**src/rtl/spi_sb_bridge.sv**
```systemverilog
// SB_SPI system-bus sequencer: runs register init, polls SPISR, moves bytes between RXDR/TXDR and two FIFOs.
// Optional ack timeout: define SPI_SB_BRIDGE_ACK_TIMEOUT_EN.
module spi_sb_bridge #(
    parameter logic [7:0] CR2_VAL     = 8'h01,
    parameter int         RX_DEPTH    = 4,
    parameter int         TX_DEPTH    = 4,
    parameter int         ACK_TIMEOUT = 64
) (
    input  logic       clk,
    input  logic       rst,
    output logic       sb_stb,
    output logic       sb_rw,
    output logic [7:0] sb_adr,
    output logic [7:0] sb_dati,
    input  logic [7:0] sb_dato,
    input  logic       sb_ack,
    output logic [7:0] rx_data,
    output logic       rx_valid,
    input  logic       rx_ready,
    input  logic [7:0] tx_data,
    input  logic       tx_valid,
    output logic       tx_ready,
    output logic       init_done,
    output logic       rx_overrun,
    output logic       bus_error
);
    localparam int RAW = $clog2(RX_DEPTH);
    localparam int TAW = $clog2(TX_DEPTH);
    localparam logic [RAW:0] RX_FULL = (RAW+1)'(RX_DEPTH);
    localparam logic [TAW:0] TX_FULL = (TAW+1)'(TX_DEPTH);

    typedef enum logic [3:0] {
        INIT_CR0, INIT_CR1, INIT_CR2, INIT_BR, INIT_CSR,
        POLL_SR, WR_TXDR, RD_RXDR, GAP
    } state_t;

    state_t     state, ret_state, acc_next;
    logic [7:0] acc_adr, acc_dat;
    logic       acc_rw;

    logic [7:0]   rx_mem [RX_DEPTH];
    logic [RAW-1:0] rx_rd, rx_wr;
    logic [RAW:0]   rx_cnt;
    logic [7:0]   tx_mem [TX_DEPTH];
    logic [TAW-1:0] tx_rd, tx_wr;
    logic [TAW:0]   tx_cnt;
    logic         rx_push, rx_pop, tx_push, tx_pop;
    logic [7:0]   tx_head;

    assign rx_push  = sb_stb && sb_ack && (state == RD_RXDR);
    assign tx_pop   = sb_stb && sb_ack && (state == WR_TXDR);
    assign rx_pop   = rx_valid && rx_ready;
    assign tx_push  = tx_valid && tx_ready;
    assign rx_valid = (rx_cnt != '0);
    assign rx_data  = rx_mem[rx_rd];
    assign tx_head  = tx_mem[tx_rd];
    // A pop in the same cycle frees a slot, so a full FIFO can still take a push.
    assign tx_ready = init_done && ((tx_cnt != TX_FULL) || tx_pop);

    // Address/data/direction of the access owned by the current state, and where to go after it.
    always_comb begin
        acc_adr  = 8'h00;
        acc_rw   = 1'b0;
        acc_dat  = 8'h00;
        acc_next = POLL_SR;
        case (state)
            INIT_CR0: begin acc_adr = 8'h08; acc_rw = 1'b1; acc_dat = 8'h00;   acc_next = INIT_CR1; end
            INIT_CR1: begin acc_adr = 8'h09; acc_rw = 1'b1; acc_dat = 8'h80;   acc_next = INIT_CR2; end
            INIT_CR2: begin acc_adr = 8'h0A; acc_rw = 1'b1; acc_dat = CR2_VAL; acc_next = INIT_BR;  end
            INIT_BR:  begin acc_adr = 8'h0B; acc_rw = 1'b1; acc_dat = 8'h00;   acc_next = INIT_CSR; end
            INIT_CSR: begin acc_adr = 8'h0F; acc_rw = 1'b1; acc_dat = 8'h00;   acc_next = POLL_SR;  end
            POLL_SR: begin
                acc_adr = 8'h0C;
                if (sb_dato[4] && (tx_cnt != '0))
                    acc_next = WR_TXDR;
                else if (sb_dato[3] && (rx_cnt != RX_FULL))
                    acc_next = RD_RXDR;
            end
            WR_TXDR: begin acc_adr = 8'h0D; acc_rw = 1'b1; acc_dat = tx_head; end
            RD_RXDR: acc_adr = 8'h0E;
            default: ;
        endcase
    end

`ifdef SPI_SB_BRIDGE_ACK_TIMEOUT_EN
    localparam int TW = $clog2(ACK_TIMEOUT + 1);
    logic [TW-1:0] to_cnt;
`else
    assign bus_error = 1'b0;
`endif

    always_ff @(posedge clk) begin
        if (rst) begin
            state      <= INIT_CR0;
            ret_state  <= INIT_CR0;
            sb_stb     <= 1'b0;
            sb_rw      <= 1'b0;
            sb_adr     <= 8'h00;
            sb_dati    <= 8'h00;
            init_done  <= 1'b0;
            rx_overrun <= 1'b0;
`ifdef SPI_SB_BRIDGE_ACK_TIMEOUT_EN
            bus_error  <= 1'b0;
            to_cnt     <= '0;
`endif
        end else if (state == GAP) begin
            state <= ret_state;
        end else if (!sb_stb) begin
            sb_stb  <= 1'b1;
            sb_adr  <= acc_adr;
            sb_rw   <= acc_rw;
            sb_dati <= acc_dat;
`ifdef SPI_SB_BRIDGE_ACK_TIMEOUT_EN
            to_cnt  <= '0;
`endif
        end else if (sb_ack) begin
            sb_stb    <= 1'b0;
            state     <= GAP;
            ret_state <= acc_next;
            if (state == INIT_CSR)
                init_done <= 1'b1;
            if (state == POLL_SR && sb_dato[1])
                rx_overrun <= 1'b1;
`ifdef SPI_SB_BRIDGE_ACK_TIMEOUT_EN
            to_cnt <= '0;
        end else if (to_cnt == TW'(ACK_TIMEOUT - 1)) begin
            // Abandon the access; an aborted init write restarts the whole sequence.
            sb_stb    <= 1'b0;
            bus_error <= 1'b1;
            state     <= GAP;
            ret_state <= init_done ? POLL_SR : INIT_CR0;
        end else begin
            to_cnt <= to_cnt + 1'b1;
`endif
        end
    end

    always_ff @(posedge clk) begin
        if (rst) begin
            rx_rd <= '0; rx_wr <= '0; rx_cnt <= '0;
            tx_rd <= '0; tx_wr <= '0; tx_cnt <= '0;
        end else begin
            if (rx_push) rx_wr <= rx_wr + 1'b1;
            if (rx_pop)  rx_rd <= rx_rd + 1'b1;
            if (tx_push) tx_wr <= tx_wr + 1'b1;
            if (tx_pop)  tx_rd <= tx_rd + 1'b1;
            case ({rx_push, rx_pop})
                2'b10:   rx_cnt <= rx_cnt + 1'b1;
                2'b01:   rx_cnt <= rx_cnt - 1'b1;
                default: ;
            endcase
            case ({tx_push, tx_pop})
                2'b10:   tx_cnt <= tx_cnt + 1'b1;
                2'b01:   tx_cnt <= tx_cnt - 1'b1;
                default: ;
            endcase
        end
    end

    always_ff @(posedge clk) begin
        if (rx_push) rx_mem[rx_wr] <= sb_dato;
        if (tx_push) tx_mem[tx_wr] <= tx_data;
    end
endmodule

```
**config.mk**
```make
export PLATFORM = sky130hd
export DESIGN_NAME = spi_sb_bridge
export DESIGN_NICKNAME = d
export VERILOG_FILES = /design/src/rtl/spi_sb_bridge.sv
export SDC_FILE = /design/constraint.sdc
export NUM_CORES = 1
export LEC_CHECK = 0
export ABC_AREA = 1
export BUFFER_PORTS_ARGS = -buffer_cell sky130_fd_sc_hd__buf_2
export CAP_MARGIN = 20
export CORE_ASPECT_RATIO = 1.25
export CORE_MARGIN = 2
export CORE_UTILIZATION = 57
export CTS_CLUSTER_SIZE = 8
export DETAILED_ROUTE_END_ITERATION = 10
export GPL_ROUTABILITY_DRIVEN = 0
export PLACE_DENSITY_LB_ADDON = 0.12
export SLEW_MARGIN = 10
export SYNTH_ARGS = -nofsm -noshare
export SYNTH_HDL_FRONTEND = slang
export SYNTH_SLANG_ARGS = --single-unit
export TNS_END_PERCENT = 50
```
**constraint.sdc**
```tcl
create_clock -name clk -period 4.35 [get_ports clk]
set_input_delay 0.6525 -clock clk [delete_from_list [all_inputs] [get_ports clk]]
set_output_delay 0.6525 -clock clk [all_outputs]
set_load 0.03 [all_outputs]
```
==> results of run 1 <==
per-layer routing:
metal  track usage  wire [um]
met1         0.228       3230
met2         0.351       4050
met3        0.0406        298
met4        0.0821        106
met5             0          0
power by group:
group | internal, mW | leakage [nW] | switching [mW]
clock network | 0.211 | 0.0805 | 0.322
logic | 0.0220 | 0.805 | 0.0578
registers | 1.06 | 0.907 | 0.00737
total | 1.29 | 1.79 | 0.387
flip-flops by register name, summed over array words and instances (netlist names), named ones only:
name / count
ret_state: 3
tx_rd: 2
tx_mem: 32
rx_mem: 32
rx_overrun: 1
init_done: 1
tx_wr: 2
rx_wr: 2
sb_stb: 1
tx_cnt: 3
sb_dati: 8
sb_rw: 1
sb_adr: 4
rx_cnt: 3
state: 4
rx_rd: 2
worst register-to-register path: cells and delay by family (launching register included):
| kind | cells | cell delay, ns |
|---|---|---|
| AND/OR/NAND/NOR | 4 | 0.42 |
| AO/OA/AOI/OAI | 4 | 0.48 |
| flip-flops | 1 | 0.65 |
| adder cells (fa/ha/maj) | 2 | 0.53 |
| buffers and inverters | 1 | 0.06 |
final cells by class:
cell class	instances	area (sq um)
well taps	92	115
inverters	43	166
multi-input cells	263	1370
clock buffers	10	128
repair buffers	46	230
clock inverters	6	45.0
fillers	596	2610
flip-flops and latches	105	2740
final timing paths:
| path | startpoint | cells past startpoint | to |
|---|---|---|---|
| hold / removal | ret_state[1]$_SDFFE_PP0P_ | 2 | ret_state[1]$_SDFFE_PP0P_ |
| setup / recovery | flop | 4 | rx_data[0] |
| hold reg to reg | ret_state[1]$_SDFFE_PP0P_ | 2 | ret_state[1]$_SDFFE_PP0P_ |
| setup reg to reg | state[0]$_SDFFE_PP0P_ | 11 | tx_cnt[2]$_SDFFE_PP0P_ |
cells in the final DEF, fill, tap and decap left out, types with 2 or more instances in the layout:
cell type | Yosys | final
nor2_1 | 69 | 69
clkinvlp_4 | 0 | 2
conb_1 | 1 | 5
nand3_1 | 9 | 9
nor2_2 | 2 | 2
fa_1 | 2 | 2
inv_2 | 3 | 3
clkbuf_8 | 0 | 9
o22ai_1 | 8 | 8
nand4_1 | 2 | 2
o21ai_1 | 3 | 3
ha_1 | 10 | 10
dfxtp_1 | 41 | 41
clkinv_4 | 0 | 2
a21oi_1 | 35 | 35
nand2_2 | 3 | 3
edfxtp_1 | 64 | 64
o21ai_0 | 55 | 55
inv_1 | 39 | 39
nor2_4 | 3 | 3
inv_6 | 1 | 2
nand3_4 | 2 | 2
nand2_1 | 47 | 47
buf_2 | 3 | 46
cells by family (layout without fill, tap and decap cells):
kind of cell	after synthesis	in the layout
fa+ha+maj	12	12
other cells	1	5
buf+inv	61	105
compound gates	104	104
flops	105	105
simple gates	142	142
==> metrics, run 1 <==
WHS 0.460 ns; num rows 35; Commonest cells post-synth nor2_1 (69), edfxtp_1 (64), o21ai_0 (55), nand2_1 (47), dfxtp_1 (41); CP required 3.70 ns; Worst-Margin Slew just over 0.8 ns; # Max-Cap Violations 0; drt pass-1 iters 4; Sink Count 105; final setup vio count 0; Hold Crit Class flop to flop; top-area cell type share of the netlist area 0.439; largest area contributor in the netlist edfxtp_1; clock buffer depth 2; worst vdd ir 264 uV; final period utilization 0.594; HPWL after detailed placement 5520 um; startpoint types flop; routed len/inst 13.6 um; Crit Path Category flop to output port; worst slack, placed 1.91 ns; vias in the first global route roughly 2800; Main synth FF type edfxtp_1; CP max stage delay 0.64 ns; first-pass GRT wire length 12500 um; Post-Syn Area per Cell 10.3 sq um; Worst Path Buf+Inv 2; IO Port Bufs between 40 and 50; post-route ant nets 0; grt ovf 0; post-layout util 0.648; Mapped Cells about 430; layout cell share with drive strength beyond 1 0.163; Remaining DRCs 0; compound-gate portion of the synthesized area 0.123; post_cts resized 0; Seq/Total Area, Yosys 0.627; #FFs+latches synth 105; final WL 7690 um; main combinational cell family by area after synthesis simple AND/OR/NAND/NOR gates; total power roughly 1.7 mW; EDFF count, synth 64; Die ar. 8390 sq um; worst setup margin 1.77 ns; Num CTS Buffers 9; Max Freq 387 MHz; multiplexer share of the synthesized area 0; GRT Util Overall 0.198; critical path's top delay family flip-flops; post-synthesis adder-cell area fraction 0.0378; placed cell areas 4620 sq um; worst skew pair latency 0.36 ns; Crit Path Max Fanout 17; post-route cell area approximately 4800 sq um; number of H-tree levels 3; Worst Clk Skew 0.0138 ns; Antenna Cells 0; largest net degree at the start of global routing 23; postcts setup bufs 0; core area roughly 7400 sq um; Area growth syn-to-layout 9.61%; die height 102 um; RSZ-0062 raised after global routing no; Post-Layout Cell Count between 500 and 600; critical path's slowest cell dfxtp_1; Root Driver clkbuf_8; Iteration-0 DRC Markers between 150 and 200; width of the die 82.3 um; FFs w/ async S/R, synth 0; distinct cell type count after synthesis 32; final hold viol count 0; CTS tree yes; Synth Warn # 0; Synth Area in XOR/XNOR 0; Final min period 2.58 ns; antenna violations before repair 0; Post-layout nets 501; post-synthesis instance area ~4400 sq um; fin. max-slew vios 0; setup_tns 0 ns; Max transition margin 0.444; simple-gate share of the synthesized area 0.147; Static Leakage 1.79 nW; Critical Path, Cell by Cell inv_1, o21ai_0, o22ai_1, buf_2; most common cell in the netlist nor2_1; via count 2917; clk slew on worst S/H paths roughly 0.1 ns; Initial Util 0.591; vias per cell 5.16; top cells by area, synth edfxtp_1 (44%), dfxtp_1 (19%), o21ai_0 (6.3%); critical path arrival 1.93 ns; status complete, no violations; Pwr Density ~350 nW/um^2; hold-fix buffer count after cts 0; crit path capture type output port; r2r setup slk about 2.1 ns; dpl cells 549; IO Count 52
Note: power is estimated with default switching activity, not from simulation.
==> run 2, diff against run 1 <==
--- a/config.mk
+++ b/config.mk
@@ -10,7 +10,7 @@
 export CAP_MARGIN = 20
 export CORE_ASPECT_RATIO = 1.25
 export CORE_MARGIN = 2
-export CORE_UTILIZATION = 57
+export CORE_UTILIZATION = 52
 export CTS_CLUSTER_SIZE = 8
 export DETAILED_ROUTE_END_ITERATION = 10
 export GPL_ROUTABILITY_DRIVEN = 0
==> constraint.sdc (replaced) <==
create_clock -name clk -period 2.1 [get_ports clk]
set_input_delay 0.315 -clock clk [delete_from_list [all_inputs] [get_ports clk]]
set_output_delay 0.315 -clock clk [all_outputs]
set_load 0.03 [all_outputs]
==> run 2 against run 1 <==
  * Critical path depth increased by 7
  * Global-route usage down 1.7 points
  * Combinational power is 120% higher
  * Highest routed layer unchanged
  * First-iteration DRC count decreased by 51%
  * Critical path type is now flop to flop
  * Largest power group unchanged
  * Cell count grew 4.4%
==> metrics, run 2 (synthesis gave the netlist of run 1 again) <==
IO Port Bufs 46 (unchanged); CTS tree yes (unchanged); Iteration-0 DRC Markers 83 (was 169); final WL 8040 um (was 7690 um); WHS 0.147 ns (was 0.460 ns); vias in the first global route 2805 (was 2753); Static Leakage 1.91 nW (was 1.79 nW); Hold Crit Class input pin to flop (was flop to flop); HPWL after detailed placement 5660 um (was 5520 um); post-route ant nets 0 (unchanged); CP required 2.41 ns (was 3.70 ns); Reg2Reg Depth 11 (unchanged); fin. max-slew vios 0 (unchanged); RSZ-0062 raised after global routing no (unchanged); routed len/inst 13.6 um (about the same); Initial Util 0.534 (was 0.591); first-pass GRT wire length 12700 um (was 12500 um); Worst Clk Skew 0.0113 ns (was 0.0138 ns); Hold Crit Depth 1 (was 2); final hold viol count 0 (unchanged); final setup vio count 0 (unchanged); worst slack, placed 0.0541 ns (was 1.91 ns); Worst Path Buf+Inv 2 (unchanged); vias per cell 5.15 (was 5.16); Max transition margin 0.659 (was 0.444); clk slew on worst S/H paths 0.10 ns (about the same); Worst-Margin Slew 0.511 ns (was 0.831 ns); die height 107 um (was 102 um); status complete, no violations (unchanged); total power 3.55 mW (was 1.68 mW); hold wc startpoint tx_data[4] (was ret_state[1]$_SDFFE_PP0P_); worst skew pair latency 0.37 ns (was 0.36 ns); core area 8190 sq um (was 7400 sq um); reg-to-reg startpoint state[2]$_SDFFE_PP0P_ (was state[0]$_SDFFE_PP0P_); largest net degree at the start of global routing 22 (was 23); number of H-tree levels 3 (unchanged); GRT Util Overall 0.181 (was 0.198); critical path's slowest cell fa_2 (was dfxtp_1); Post-layout nets 521 (was 501); Die ar. 9160 sq um (was 8390 sq um); final period utilization 0.918; critical path's top delay family simple AND/OR/NAND/NOR gates (was flip-flops); IO Count 52 (unchanged); Antenna Cells 0 (unchanged); num rows 37 (was 35); worst vdd ir 485 uV (was 264 uV); Area growth syn-to-layout 14.1% (was 9.61%); worst setup margin 0.172 ns (was 1.77 ns); grt ovf 0 (unchanged); Crit Path Max Fanout 5 (was 17); crit path capture type flop (was output port); # Max-Cap Violations 0 (unchanged); width of the die 86.0 um (was 82.3 um); critical path arrival 2.24 ns (was 1.93 ns); Critical Path, Cell by Cell inv_2, nor2_4, nand3_4, nand2_4, nand3_4, ha_1, inv_1, fa_2, nor2_1, a21oi_1, nor2_1 (was inv_1, o21ai_0, o22ai_1, buf_2); most frequent cells in the layout nor2_1 (68), edfxtp_1 (64), o21ai_0 (53) (was nor2_1 (69), edfxtp_1 (64), o21ai_0 (55)); RR Endpoint tx_cnt[1]$_SDFFE_PP0P_ (was tx_cnt[2]$_SDFFE_PP0P_); Pwr Density 712 nW/um^2 (was 350 nW/um^2); Final min period 1.93 ns; startpoint types flop (unchanged); most common cell after layout, fill and taps aside nor2_1 (unchanged); r2r setup slk 0.17 ns (was 2.10 ns); clock buffer depth 2 (unchanged); Top Registers rx_mem x32, tx_mem x32, sb_dati x8 (unchanged); Max Freq 519 MHz; antenna violations before repair 0 (unchanged); CP max stage delay 0.44 ns (was 0.64 ns); via count 3036 (was 2917); Crit Path Category flop to flop (was flop to output port); layout cell share with drive strength beyond 1 0.217 (was 0.163); drt pass-1 iters 5 (was 4); Num CTS Buffers 9 (unchanged); Hold Path Sink tx_mem[1][4]$_DFFE_PP_ (was ret_state[1]$_SDFFE_PP0P_); Remaining DRCs 0 (unchanged); Sink Count 105 (unchanged); Root Driver clkbuf_8 (unchanged)
[run 2: worst max path at each step]
stage          slack [ns]  cells after the start                      to                    from
2_1_floorplan       -0.01                     11  tx_cnt[2]$_SDFFE_PP0P_     sb_stb$_SDFFE_PP0N_
5_1_grt              0.02                     11  tx_cnt[1]$_SDFFE_PP0P_   state[2]$_SDFFE_PP0P_
3_3_place_gp         0.13                     12  tx_cnt[2]$_SDFFE_PP0P_  tx_cnt[0]$_SDFFE_PP0P_
3_5_place_dp         0.05                     12  tx_cnt[2]$_SDFFE_PP0P_  tx_cnt[0]$_SDFFE_PP0P_
6_report             0.17                     11  tx_cnt[1]$_SDFFE_PP0P_   state[2]$_SDFFE_PP0P_
4_1_cts              0.03                     12  tx_cnt[2]$_SDFFE_PP0P_  tx_cnt[0]$_SDFFE_PP0P_
[run 2: timing repair]
| action | CTS | global route |
|---|---|---|
| buffers inserted | 0 | 2 |
| resized for setup | 0 | 10 |
| hold buffers | 0 | 0 |
| setup endpoints to repair | 0 | 2 |
[run 2: cell type report]
class	instances	area (sq um)
clock buffers	10	138
clock inverters	6	51.3
fillers	697	3210
inverters	43	166
multi-input cells	263	1390
flip-flops and latches	105	2750
well taps	97	121
repair buffers	66	380
[run 2: power breakdown]
group / switching (mW) / total, mW / leakage [nW] / internal (mW)
registers: 0.0124 / 2.21 / 0.908 / 2.20
logic: 0.126 / 0.179 / 0.917 / 0.0528
clock network: 0.688 / 1.17 / 0.0870 / 0.477
total: 0.827 / 3.55 / 1.91 / 2.73
[run 2: metrics by stage]
stage | std cells | cell area (sq um) | utilization | TNS (ns)
global route | 590 | 4990 | 0.609 | 0
global placement | 572 | 4770 | 0.582 | 0
floorplan | 429 | 4390 | - | -0.0133
CTS | 588 | 4960 | 0.605 | 0
finish | 590 | 4990 | 0.609 | 0
detailed placement | 572 | 4770 | 0.582 | 0
[run 2: routing by layer]
| layer | share of wire | vias up | track usage |
|---|---|---|---|
| met2 | 0.53 | 65 | 0.334 |
| met3 | 0.034 | 11 | 0.0396 |
| met4 | 0.015 | 0 | 0.0692 |
| met5 | 0 | - | 0 |
| li1 | - | 1547 | - |
| met1 | 0.42 | 1413 | 0.198 |
==> run 3, diff against run 2 <==
--- a/config.mk
+++ b/config.mk
@@ -5,7 +5,7 @@
 export SDC_FILE = /design/constraint.sdc
 export NUM_CORES = 1
 export LEC_CHECK = 0
-export ABC_AREA = 1
+export ABC_AREA = 0
 export BUFFER_PORTS_ARGS = -buffer_cell sky130_fd_sc_hd__buf_2
 export CAP_MARGIN = 20
 export CORE_ASPECT_RATIO = 1.25
@@ -15,6 +15,7 @@
 export DETAILED_ROUTE_END_ITERATION = 10
 export GPL_ROUTABILITY_DRIVEN = 0
 export PLACE_DENSITY_LB_ADDON = 0.12
+export SKIP_CTS_REPAIR_TIMING = 1
 export SLEW_MARGIN = 10
 export SYNTH_ARGS = -nofsm -noshare
 export SYNTH_HDL_FRONTEND = slang
==> run 3 against run 2 <==
  * Sequential share of layout area up 0.49 points
  * Clock skew up 0.0019 ns
  * Count of clock-buffer cells in the layout down 1
  * Via count down 18%
  * Synthesized area down 2.0%
  * Utilization up 0.40 points
  * Power down 0.97%
  * Maximum frequency down 6.5%
  * Global-route usage down 1.4 points
  * Synthesized cell count down 29%
==> metrics, run 3 <==
drt pass-1 iters 6 (was 5); Num CTS Buffers 9 (unchanged); Initial Util 0.529 (was 0.534); CP required 2.39 ns (was 2.41 ns); die height 105 um (was 107 um); critical path arrival 2.35 ns (was 2.24 ns); Crit Path Max Fanout 2 (was 5); final setup vio count 0 (unchanged); Synth Warn # 0 (unchanged); Iteration-0 DRC Markers 65 (was 83); via count 2475 (was 3036); final hold viol count 0 (unchanged); worst setup margin 0.0365 ns (was 0.172 ns); layout cell share with drive strength beyond 1 0.342 (was 0.217); Pwr Density 709 nW/um^2 (was 712 nW/um^2); Top Layer Used met4 (unchanged); Seq/Total Area, Yosys 0.640 (was 0.627); largest net degree at the start of global routing 26 (was 22); crit path capture type flop (unchanged); post-synthesis instance area 4290 sq um (was 4370 sq um); Main synth FF type edfxtp_1 (unchanged); WL met3 248 um (was 272 um); Top Registers rx_mem x32, tx_mem x32, sb_dati x8 (unchanged); Post-Syn Area per Cell 14.1 sq um (was 10.3 sq um); fin. max-slew vios 0 (unchanged); final WL 7260 um (was 8040 um); # Max-Cap Violations 0 (unchanged); top-area cell type share of the netlist area 0.448 (was 0.439); number of H-tree levels 3 (unchanged); vias per cell 5.25 (was 5.15); GRT Util Overall 0.167 (was 0.181); clk slew on worst S/H paths 0.10 ns (about the same); Hold Crit Class input pin to flop (unchanged); Worst Path Buf+Inv 2 (unchanged); Antenna Cells 0 (unchanged); post-layout util 0.613 (was 0.609); Commonest cells post-synth edfxtp_1 (64), dfxtp_1 (41), nor2_1 (38), mux4_2 (16), inv_1 (15) (was nor2_1 (69), edfxtp_1 (64), o21ai_0 (55), nand2_1 (47), dfxtp_1 (41)); clock buffer depth 2 (unchanged); most common cell in the netlist edfxtp_1 (was nor2_1); top cells by area, synth edfxtp_1 (45%), dfxtp_1 (19%), mux4_2 (8.4%) (was edfxtp_1 (44%), dfxtp_1 (19%), o21ai_0 (6.3%)); Max Freq 485 MHz (was 519 MHz); grt ovf 0 (unchanged); Remaining DRCs 0 (unchanged); Post-layout nets 402 (was 521); Mapped Cells 303 (was 425); IO Count 52 (unchanged); distinct cell type count after synthesis 43 (was 32); final period utilization 0.983 (was 0.918); EDFF count, synth 64 (unchanged); worst slack, placed -0.0291 ns (was 0.0541 ns); Crit Path Category flop to flop (unchanged); Final min period 2.06 ns (was 1.93 ns); worst skew pair latency 0.36 ns (was 0.37 ns); core area 8100 sq um (was 8190 sq um); first-pass GRT wire length 11600 um (was 12700 um); HPWL after detailed placement 5230 um (was 5660 um); most common cell after layout, fill and taps aside edfxtp_1 (was nor2_1); CTS tree yes (unchanged); status complete, no violations (unchanged); DR WL met2 3790 um (was 4260 um); critical path's slowest cell or3_4 (was fa_2); Worst Clk Skew 0.0132 ns (was 0.0113 ns); IO Port Bufs 46 (unchanged); post-route ant nets 0 (unchanged); width of the die 85.2 um (was 86.0 um); Root Driver clkbuf_8 (unchanged); FFs w/ async S/R, synth 0 (unchanged); Critical Path, Cell by Cell nor2_4, o311ai_4, and3_4, inv_2, ha_2, inv_1, fa_2, xor2_1, or3_4, a21oi_2 (was inv_2, nor2_4, nand3_4, nand2_4, nand3_4, ha_1, inv_1, fa_2, nor2_1, a21oi_1, nor2_1); #FFs+latches synth 105 (unchanged); Sink Count 105 (unchanged); met1 wire length 3080 um (was 3380 um); critical path's top delay family simple AND/OR/NAND/NOR gates (unchanged); Static Leakage 1.83 nW (was 1.91 nW); Die ar. 8990 sq um (was 9160 sq um); Area growth syn-to-layout 15.9% (was 14.1%); largest area contributor in the netlist edfxtp_1 (unchanged); worst vdd ir 562 uV (was 485 uV); routed len/inst 15.4 um (was 13.6 um); num rows 37 (unchanged); CP max stage delay 0.37 ns (was 0.44 ns); startpoint types flop (unchanged); most frequent cells in the layout edfxtp_1 (64), buf_2 (46), nor2_1 (37) (was nor2_1 (68), edfxtp_1 (64), o21ai_0 (53)); vias in the first global route 2365 (was 2805); RSZ-0062 raised after global routing yes (was no); antenna violations before repair 0 (unchanged)
-- run 3: metal layers --
layer,GRT usage,vias to the layer above
met5,0,-
met4,0.0703,0
met3,0.0313,12
met2,0.286,45
met1,0.205,1204
li1,-,1214
-- run 3: cell type report --
type                       count  area (sq um)
inverter                      15          56.3
sequential                   105          2760
clock inverter                 7          58.8
multi-input combinational    164          1410
tap                           97           121
fill                         612          3140
timing repair buffer          74           440
clock buffer                   9           124
-- run 3: power breakdown --
group | internal (mW) | leakage, nW | switching [mW]
clock network | 0.454 | 0.0929 | 0.692
logic | 0.0589 | 0.822 | 0.111
registers | 2.19 | 0.910 | 0.0111
total | 2.70 | 1.83 | 0.813
-- run 3: logic make-up after synthesis --
kind of cell	Yosys count	share of synthesized area
flops	105	0.640
simple gates	77	0.0961
compound gates	39	0.0601
buf+inv	38	0.0476
mux	19	0.0923
fa+ha+maj	12	0.0385
xor+xnor	12	0.0245
other cells	1	0.000875
-- run 3: path summary, 6_finish.rpt --
path	slack (ns)	cells past startpoint	from	end
min	0.16	1	sb_dato[6]	rx_mem[1][6]$_DFFE_PP_
max reg2reg	0.04	10	tx_cnt[1]$_SDFFE_PP0P_	tx_cnt[2]$_SDFFE_PP0P_
max	0.04	10	tx_cnt[1]$_SDFFE_PP0P_	tx_cnt[2]$_SDFFE_PP0P_
min reg2reg	0.49	2	rx_overrun$_SDFFE_PP0P_	rx_overrun$_SDFFE_PP0P_
-- run 3: stage by stage --
stage	total power [mW]	hold WS, ns	TNS [ns]	std cells	cell area, sq um
2_1_floorplan	2.36	0.414	-0.470	307	4320
3_3_place_gp	2.41	0.470	0	453	4710
3_5_place_dp	2.41	0.464	-0.0475	453	4710
4_1_cts	3.56	0.145	-0.0327	469	4890
5_1_grt	3.64	0.151	-0.0853	471	4960
6_report	3.52	0.160	0	471	4960
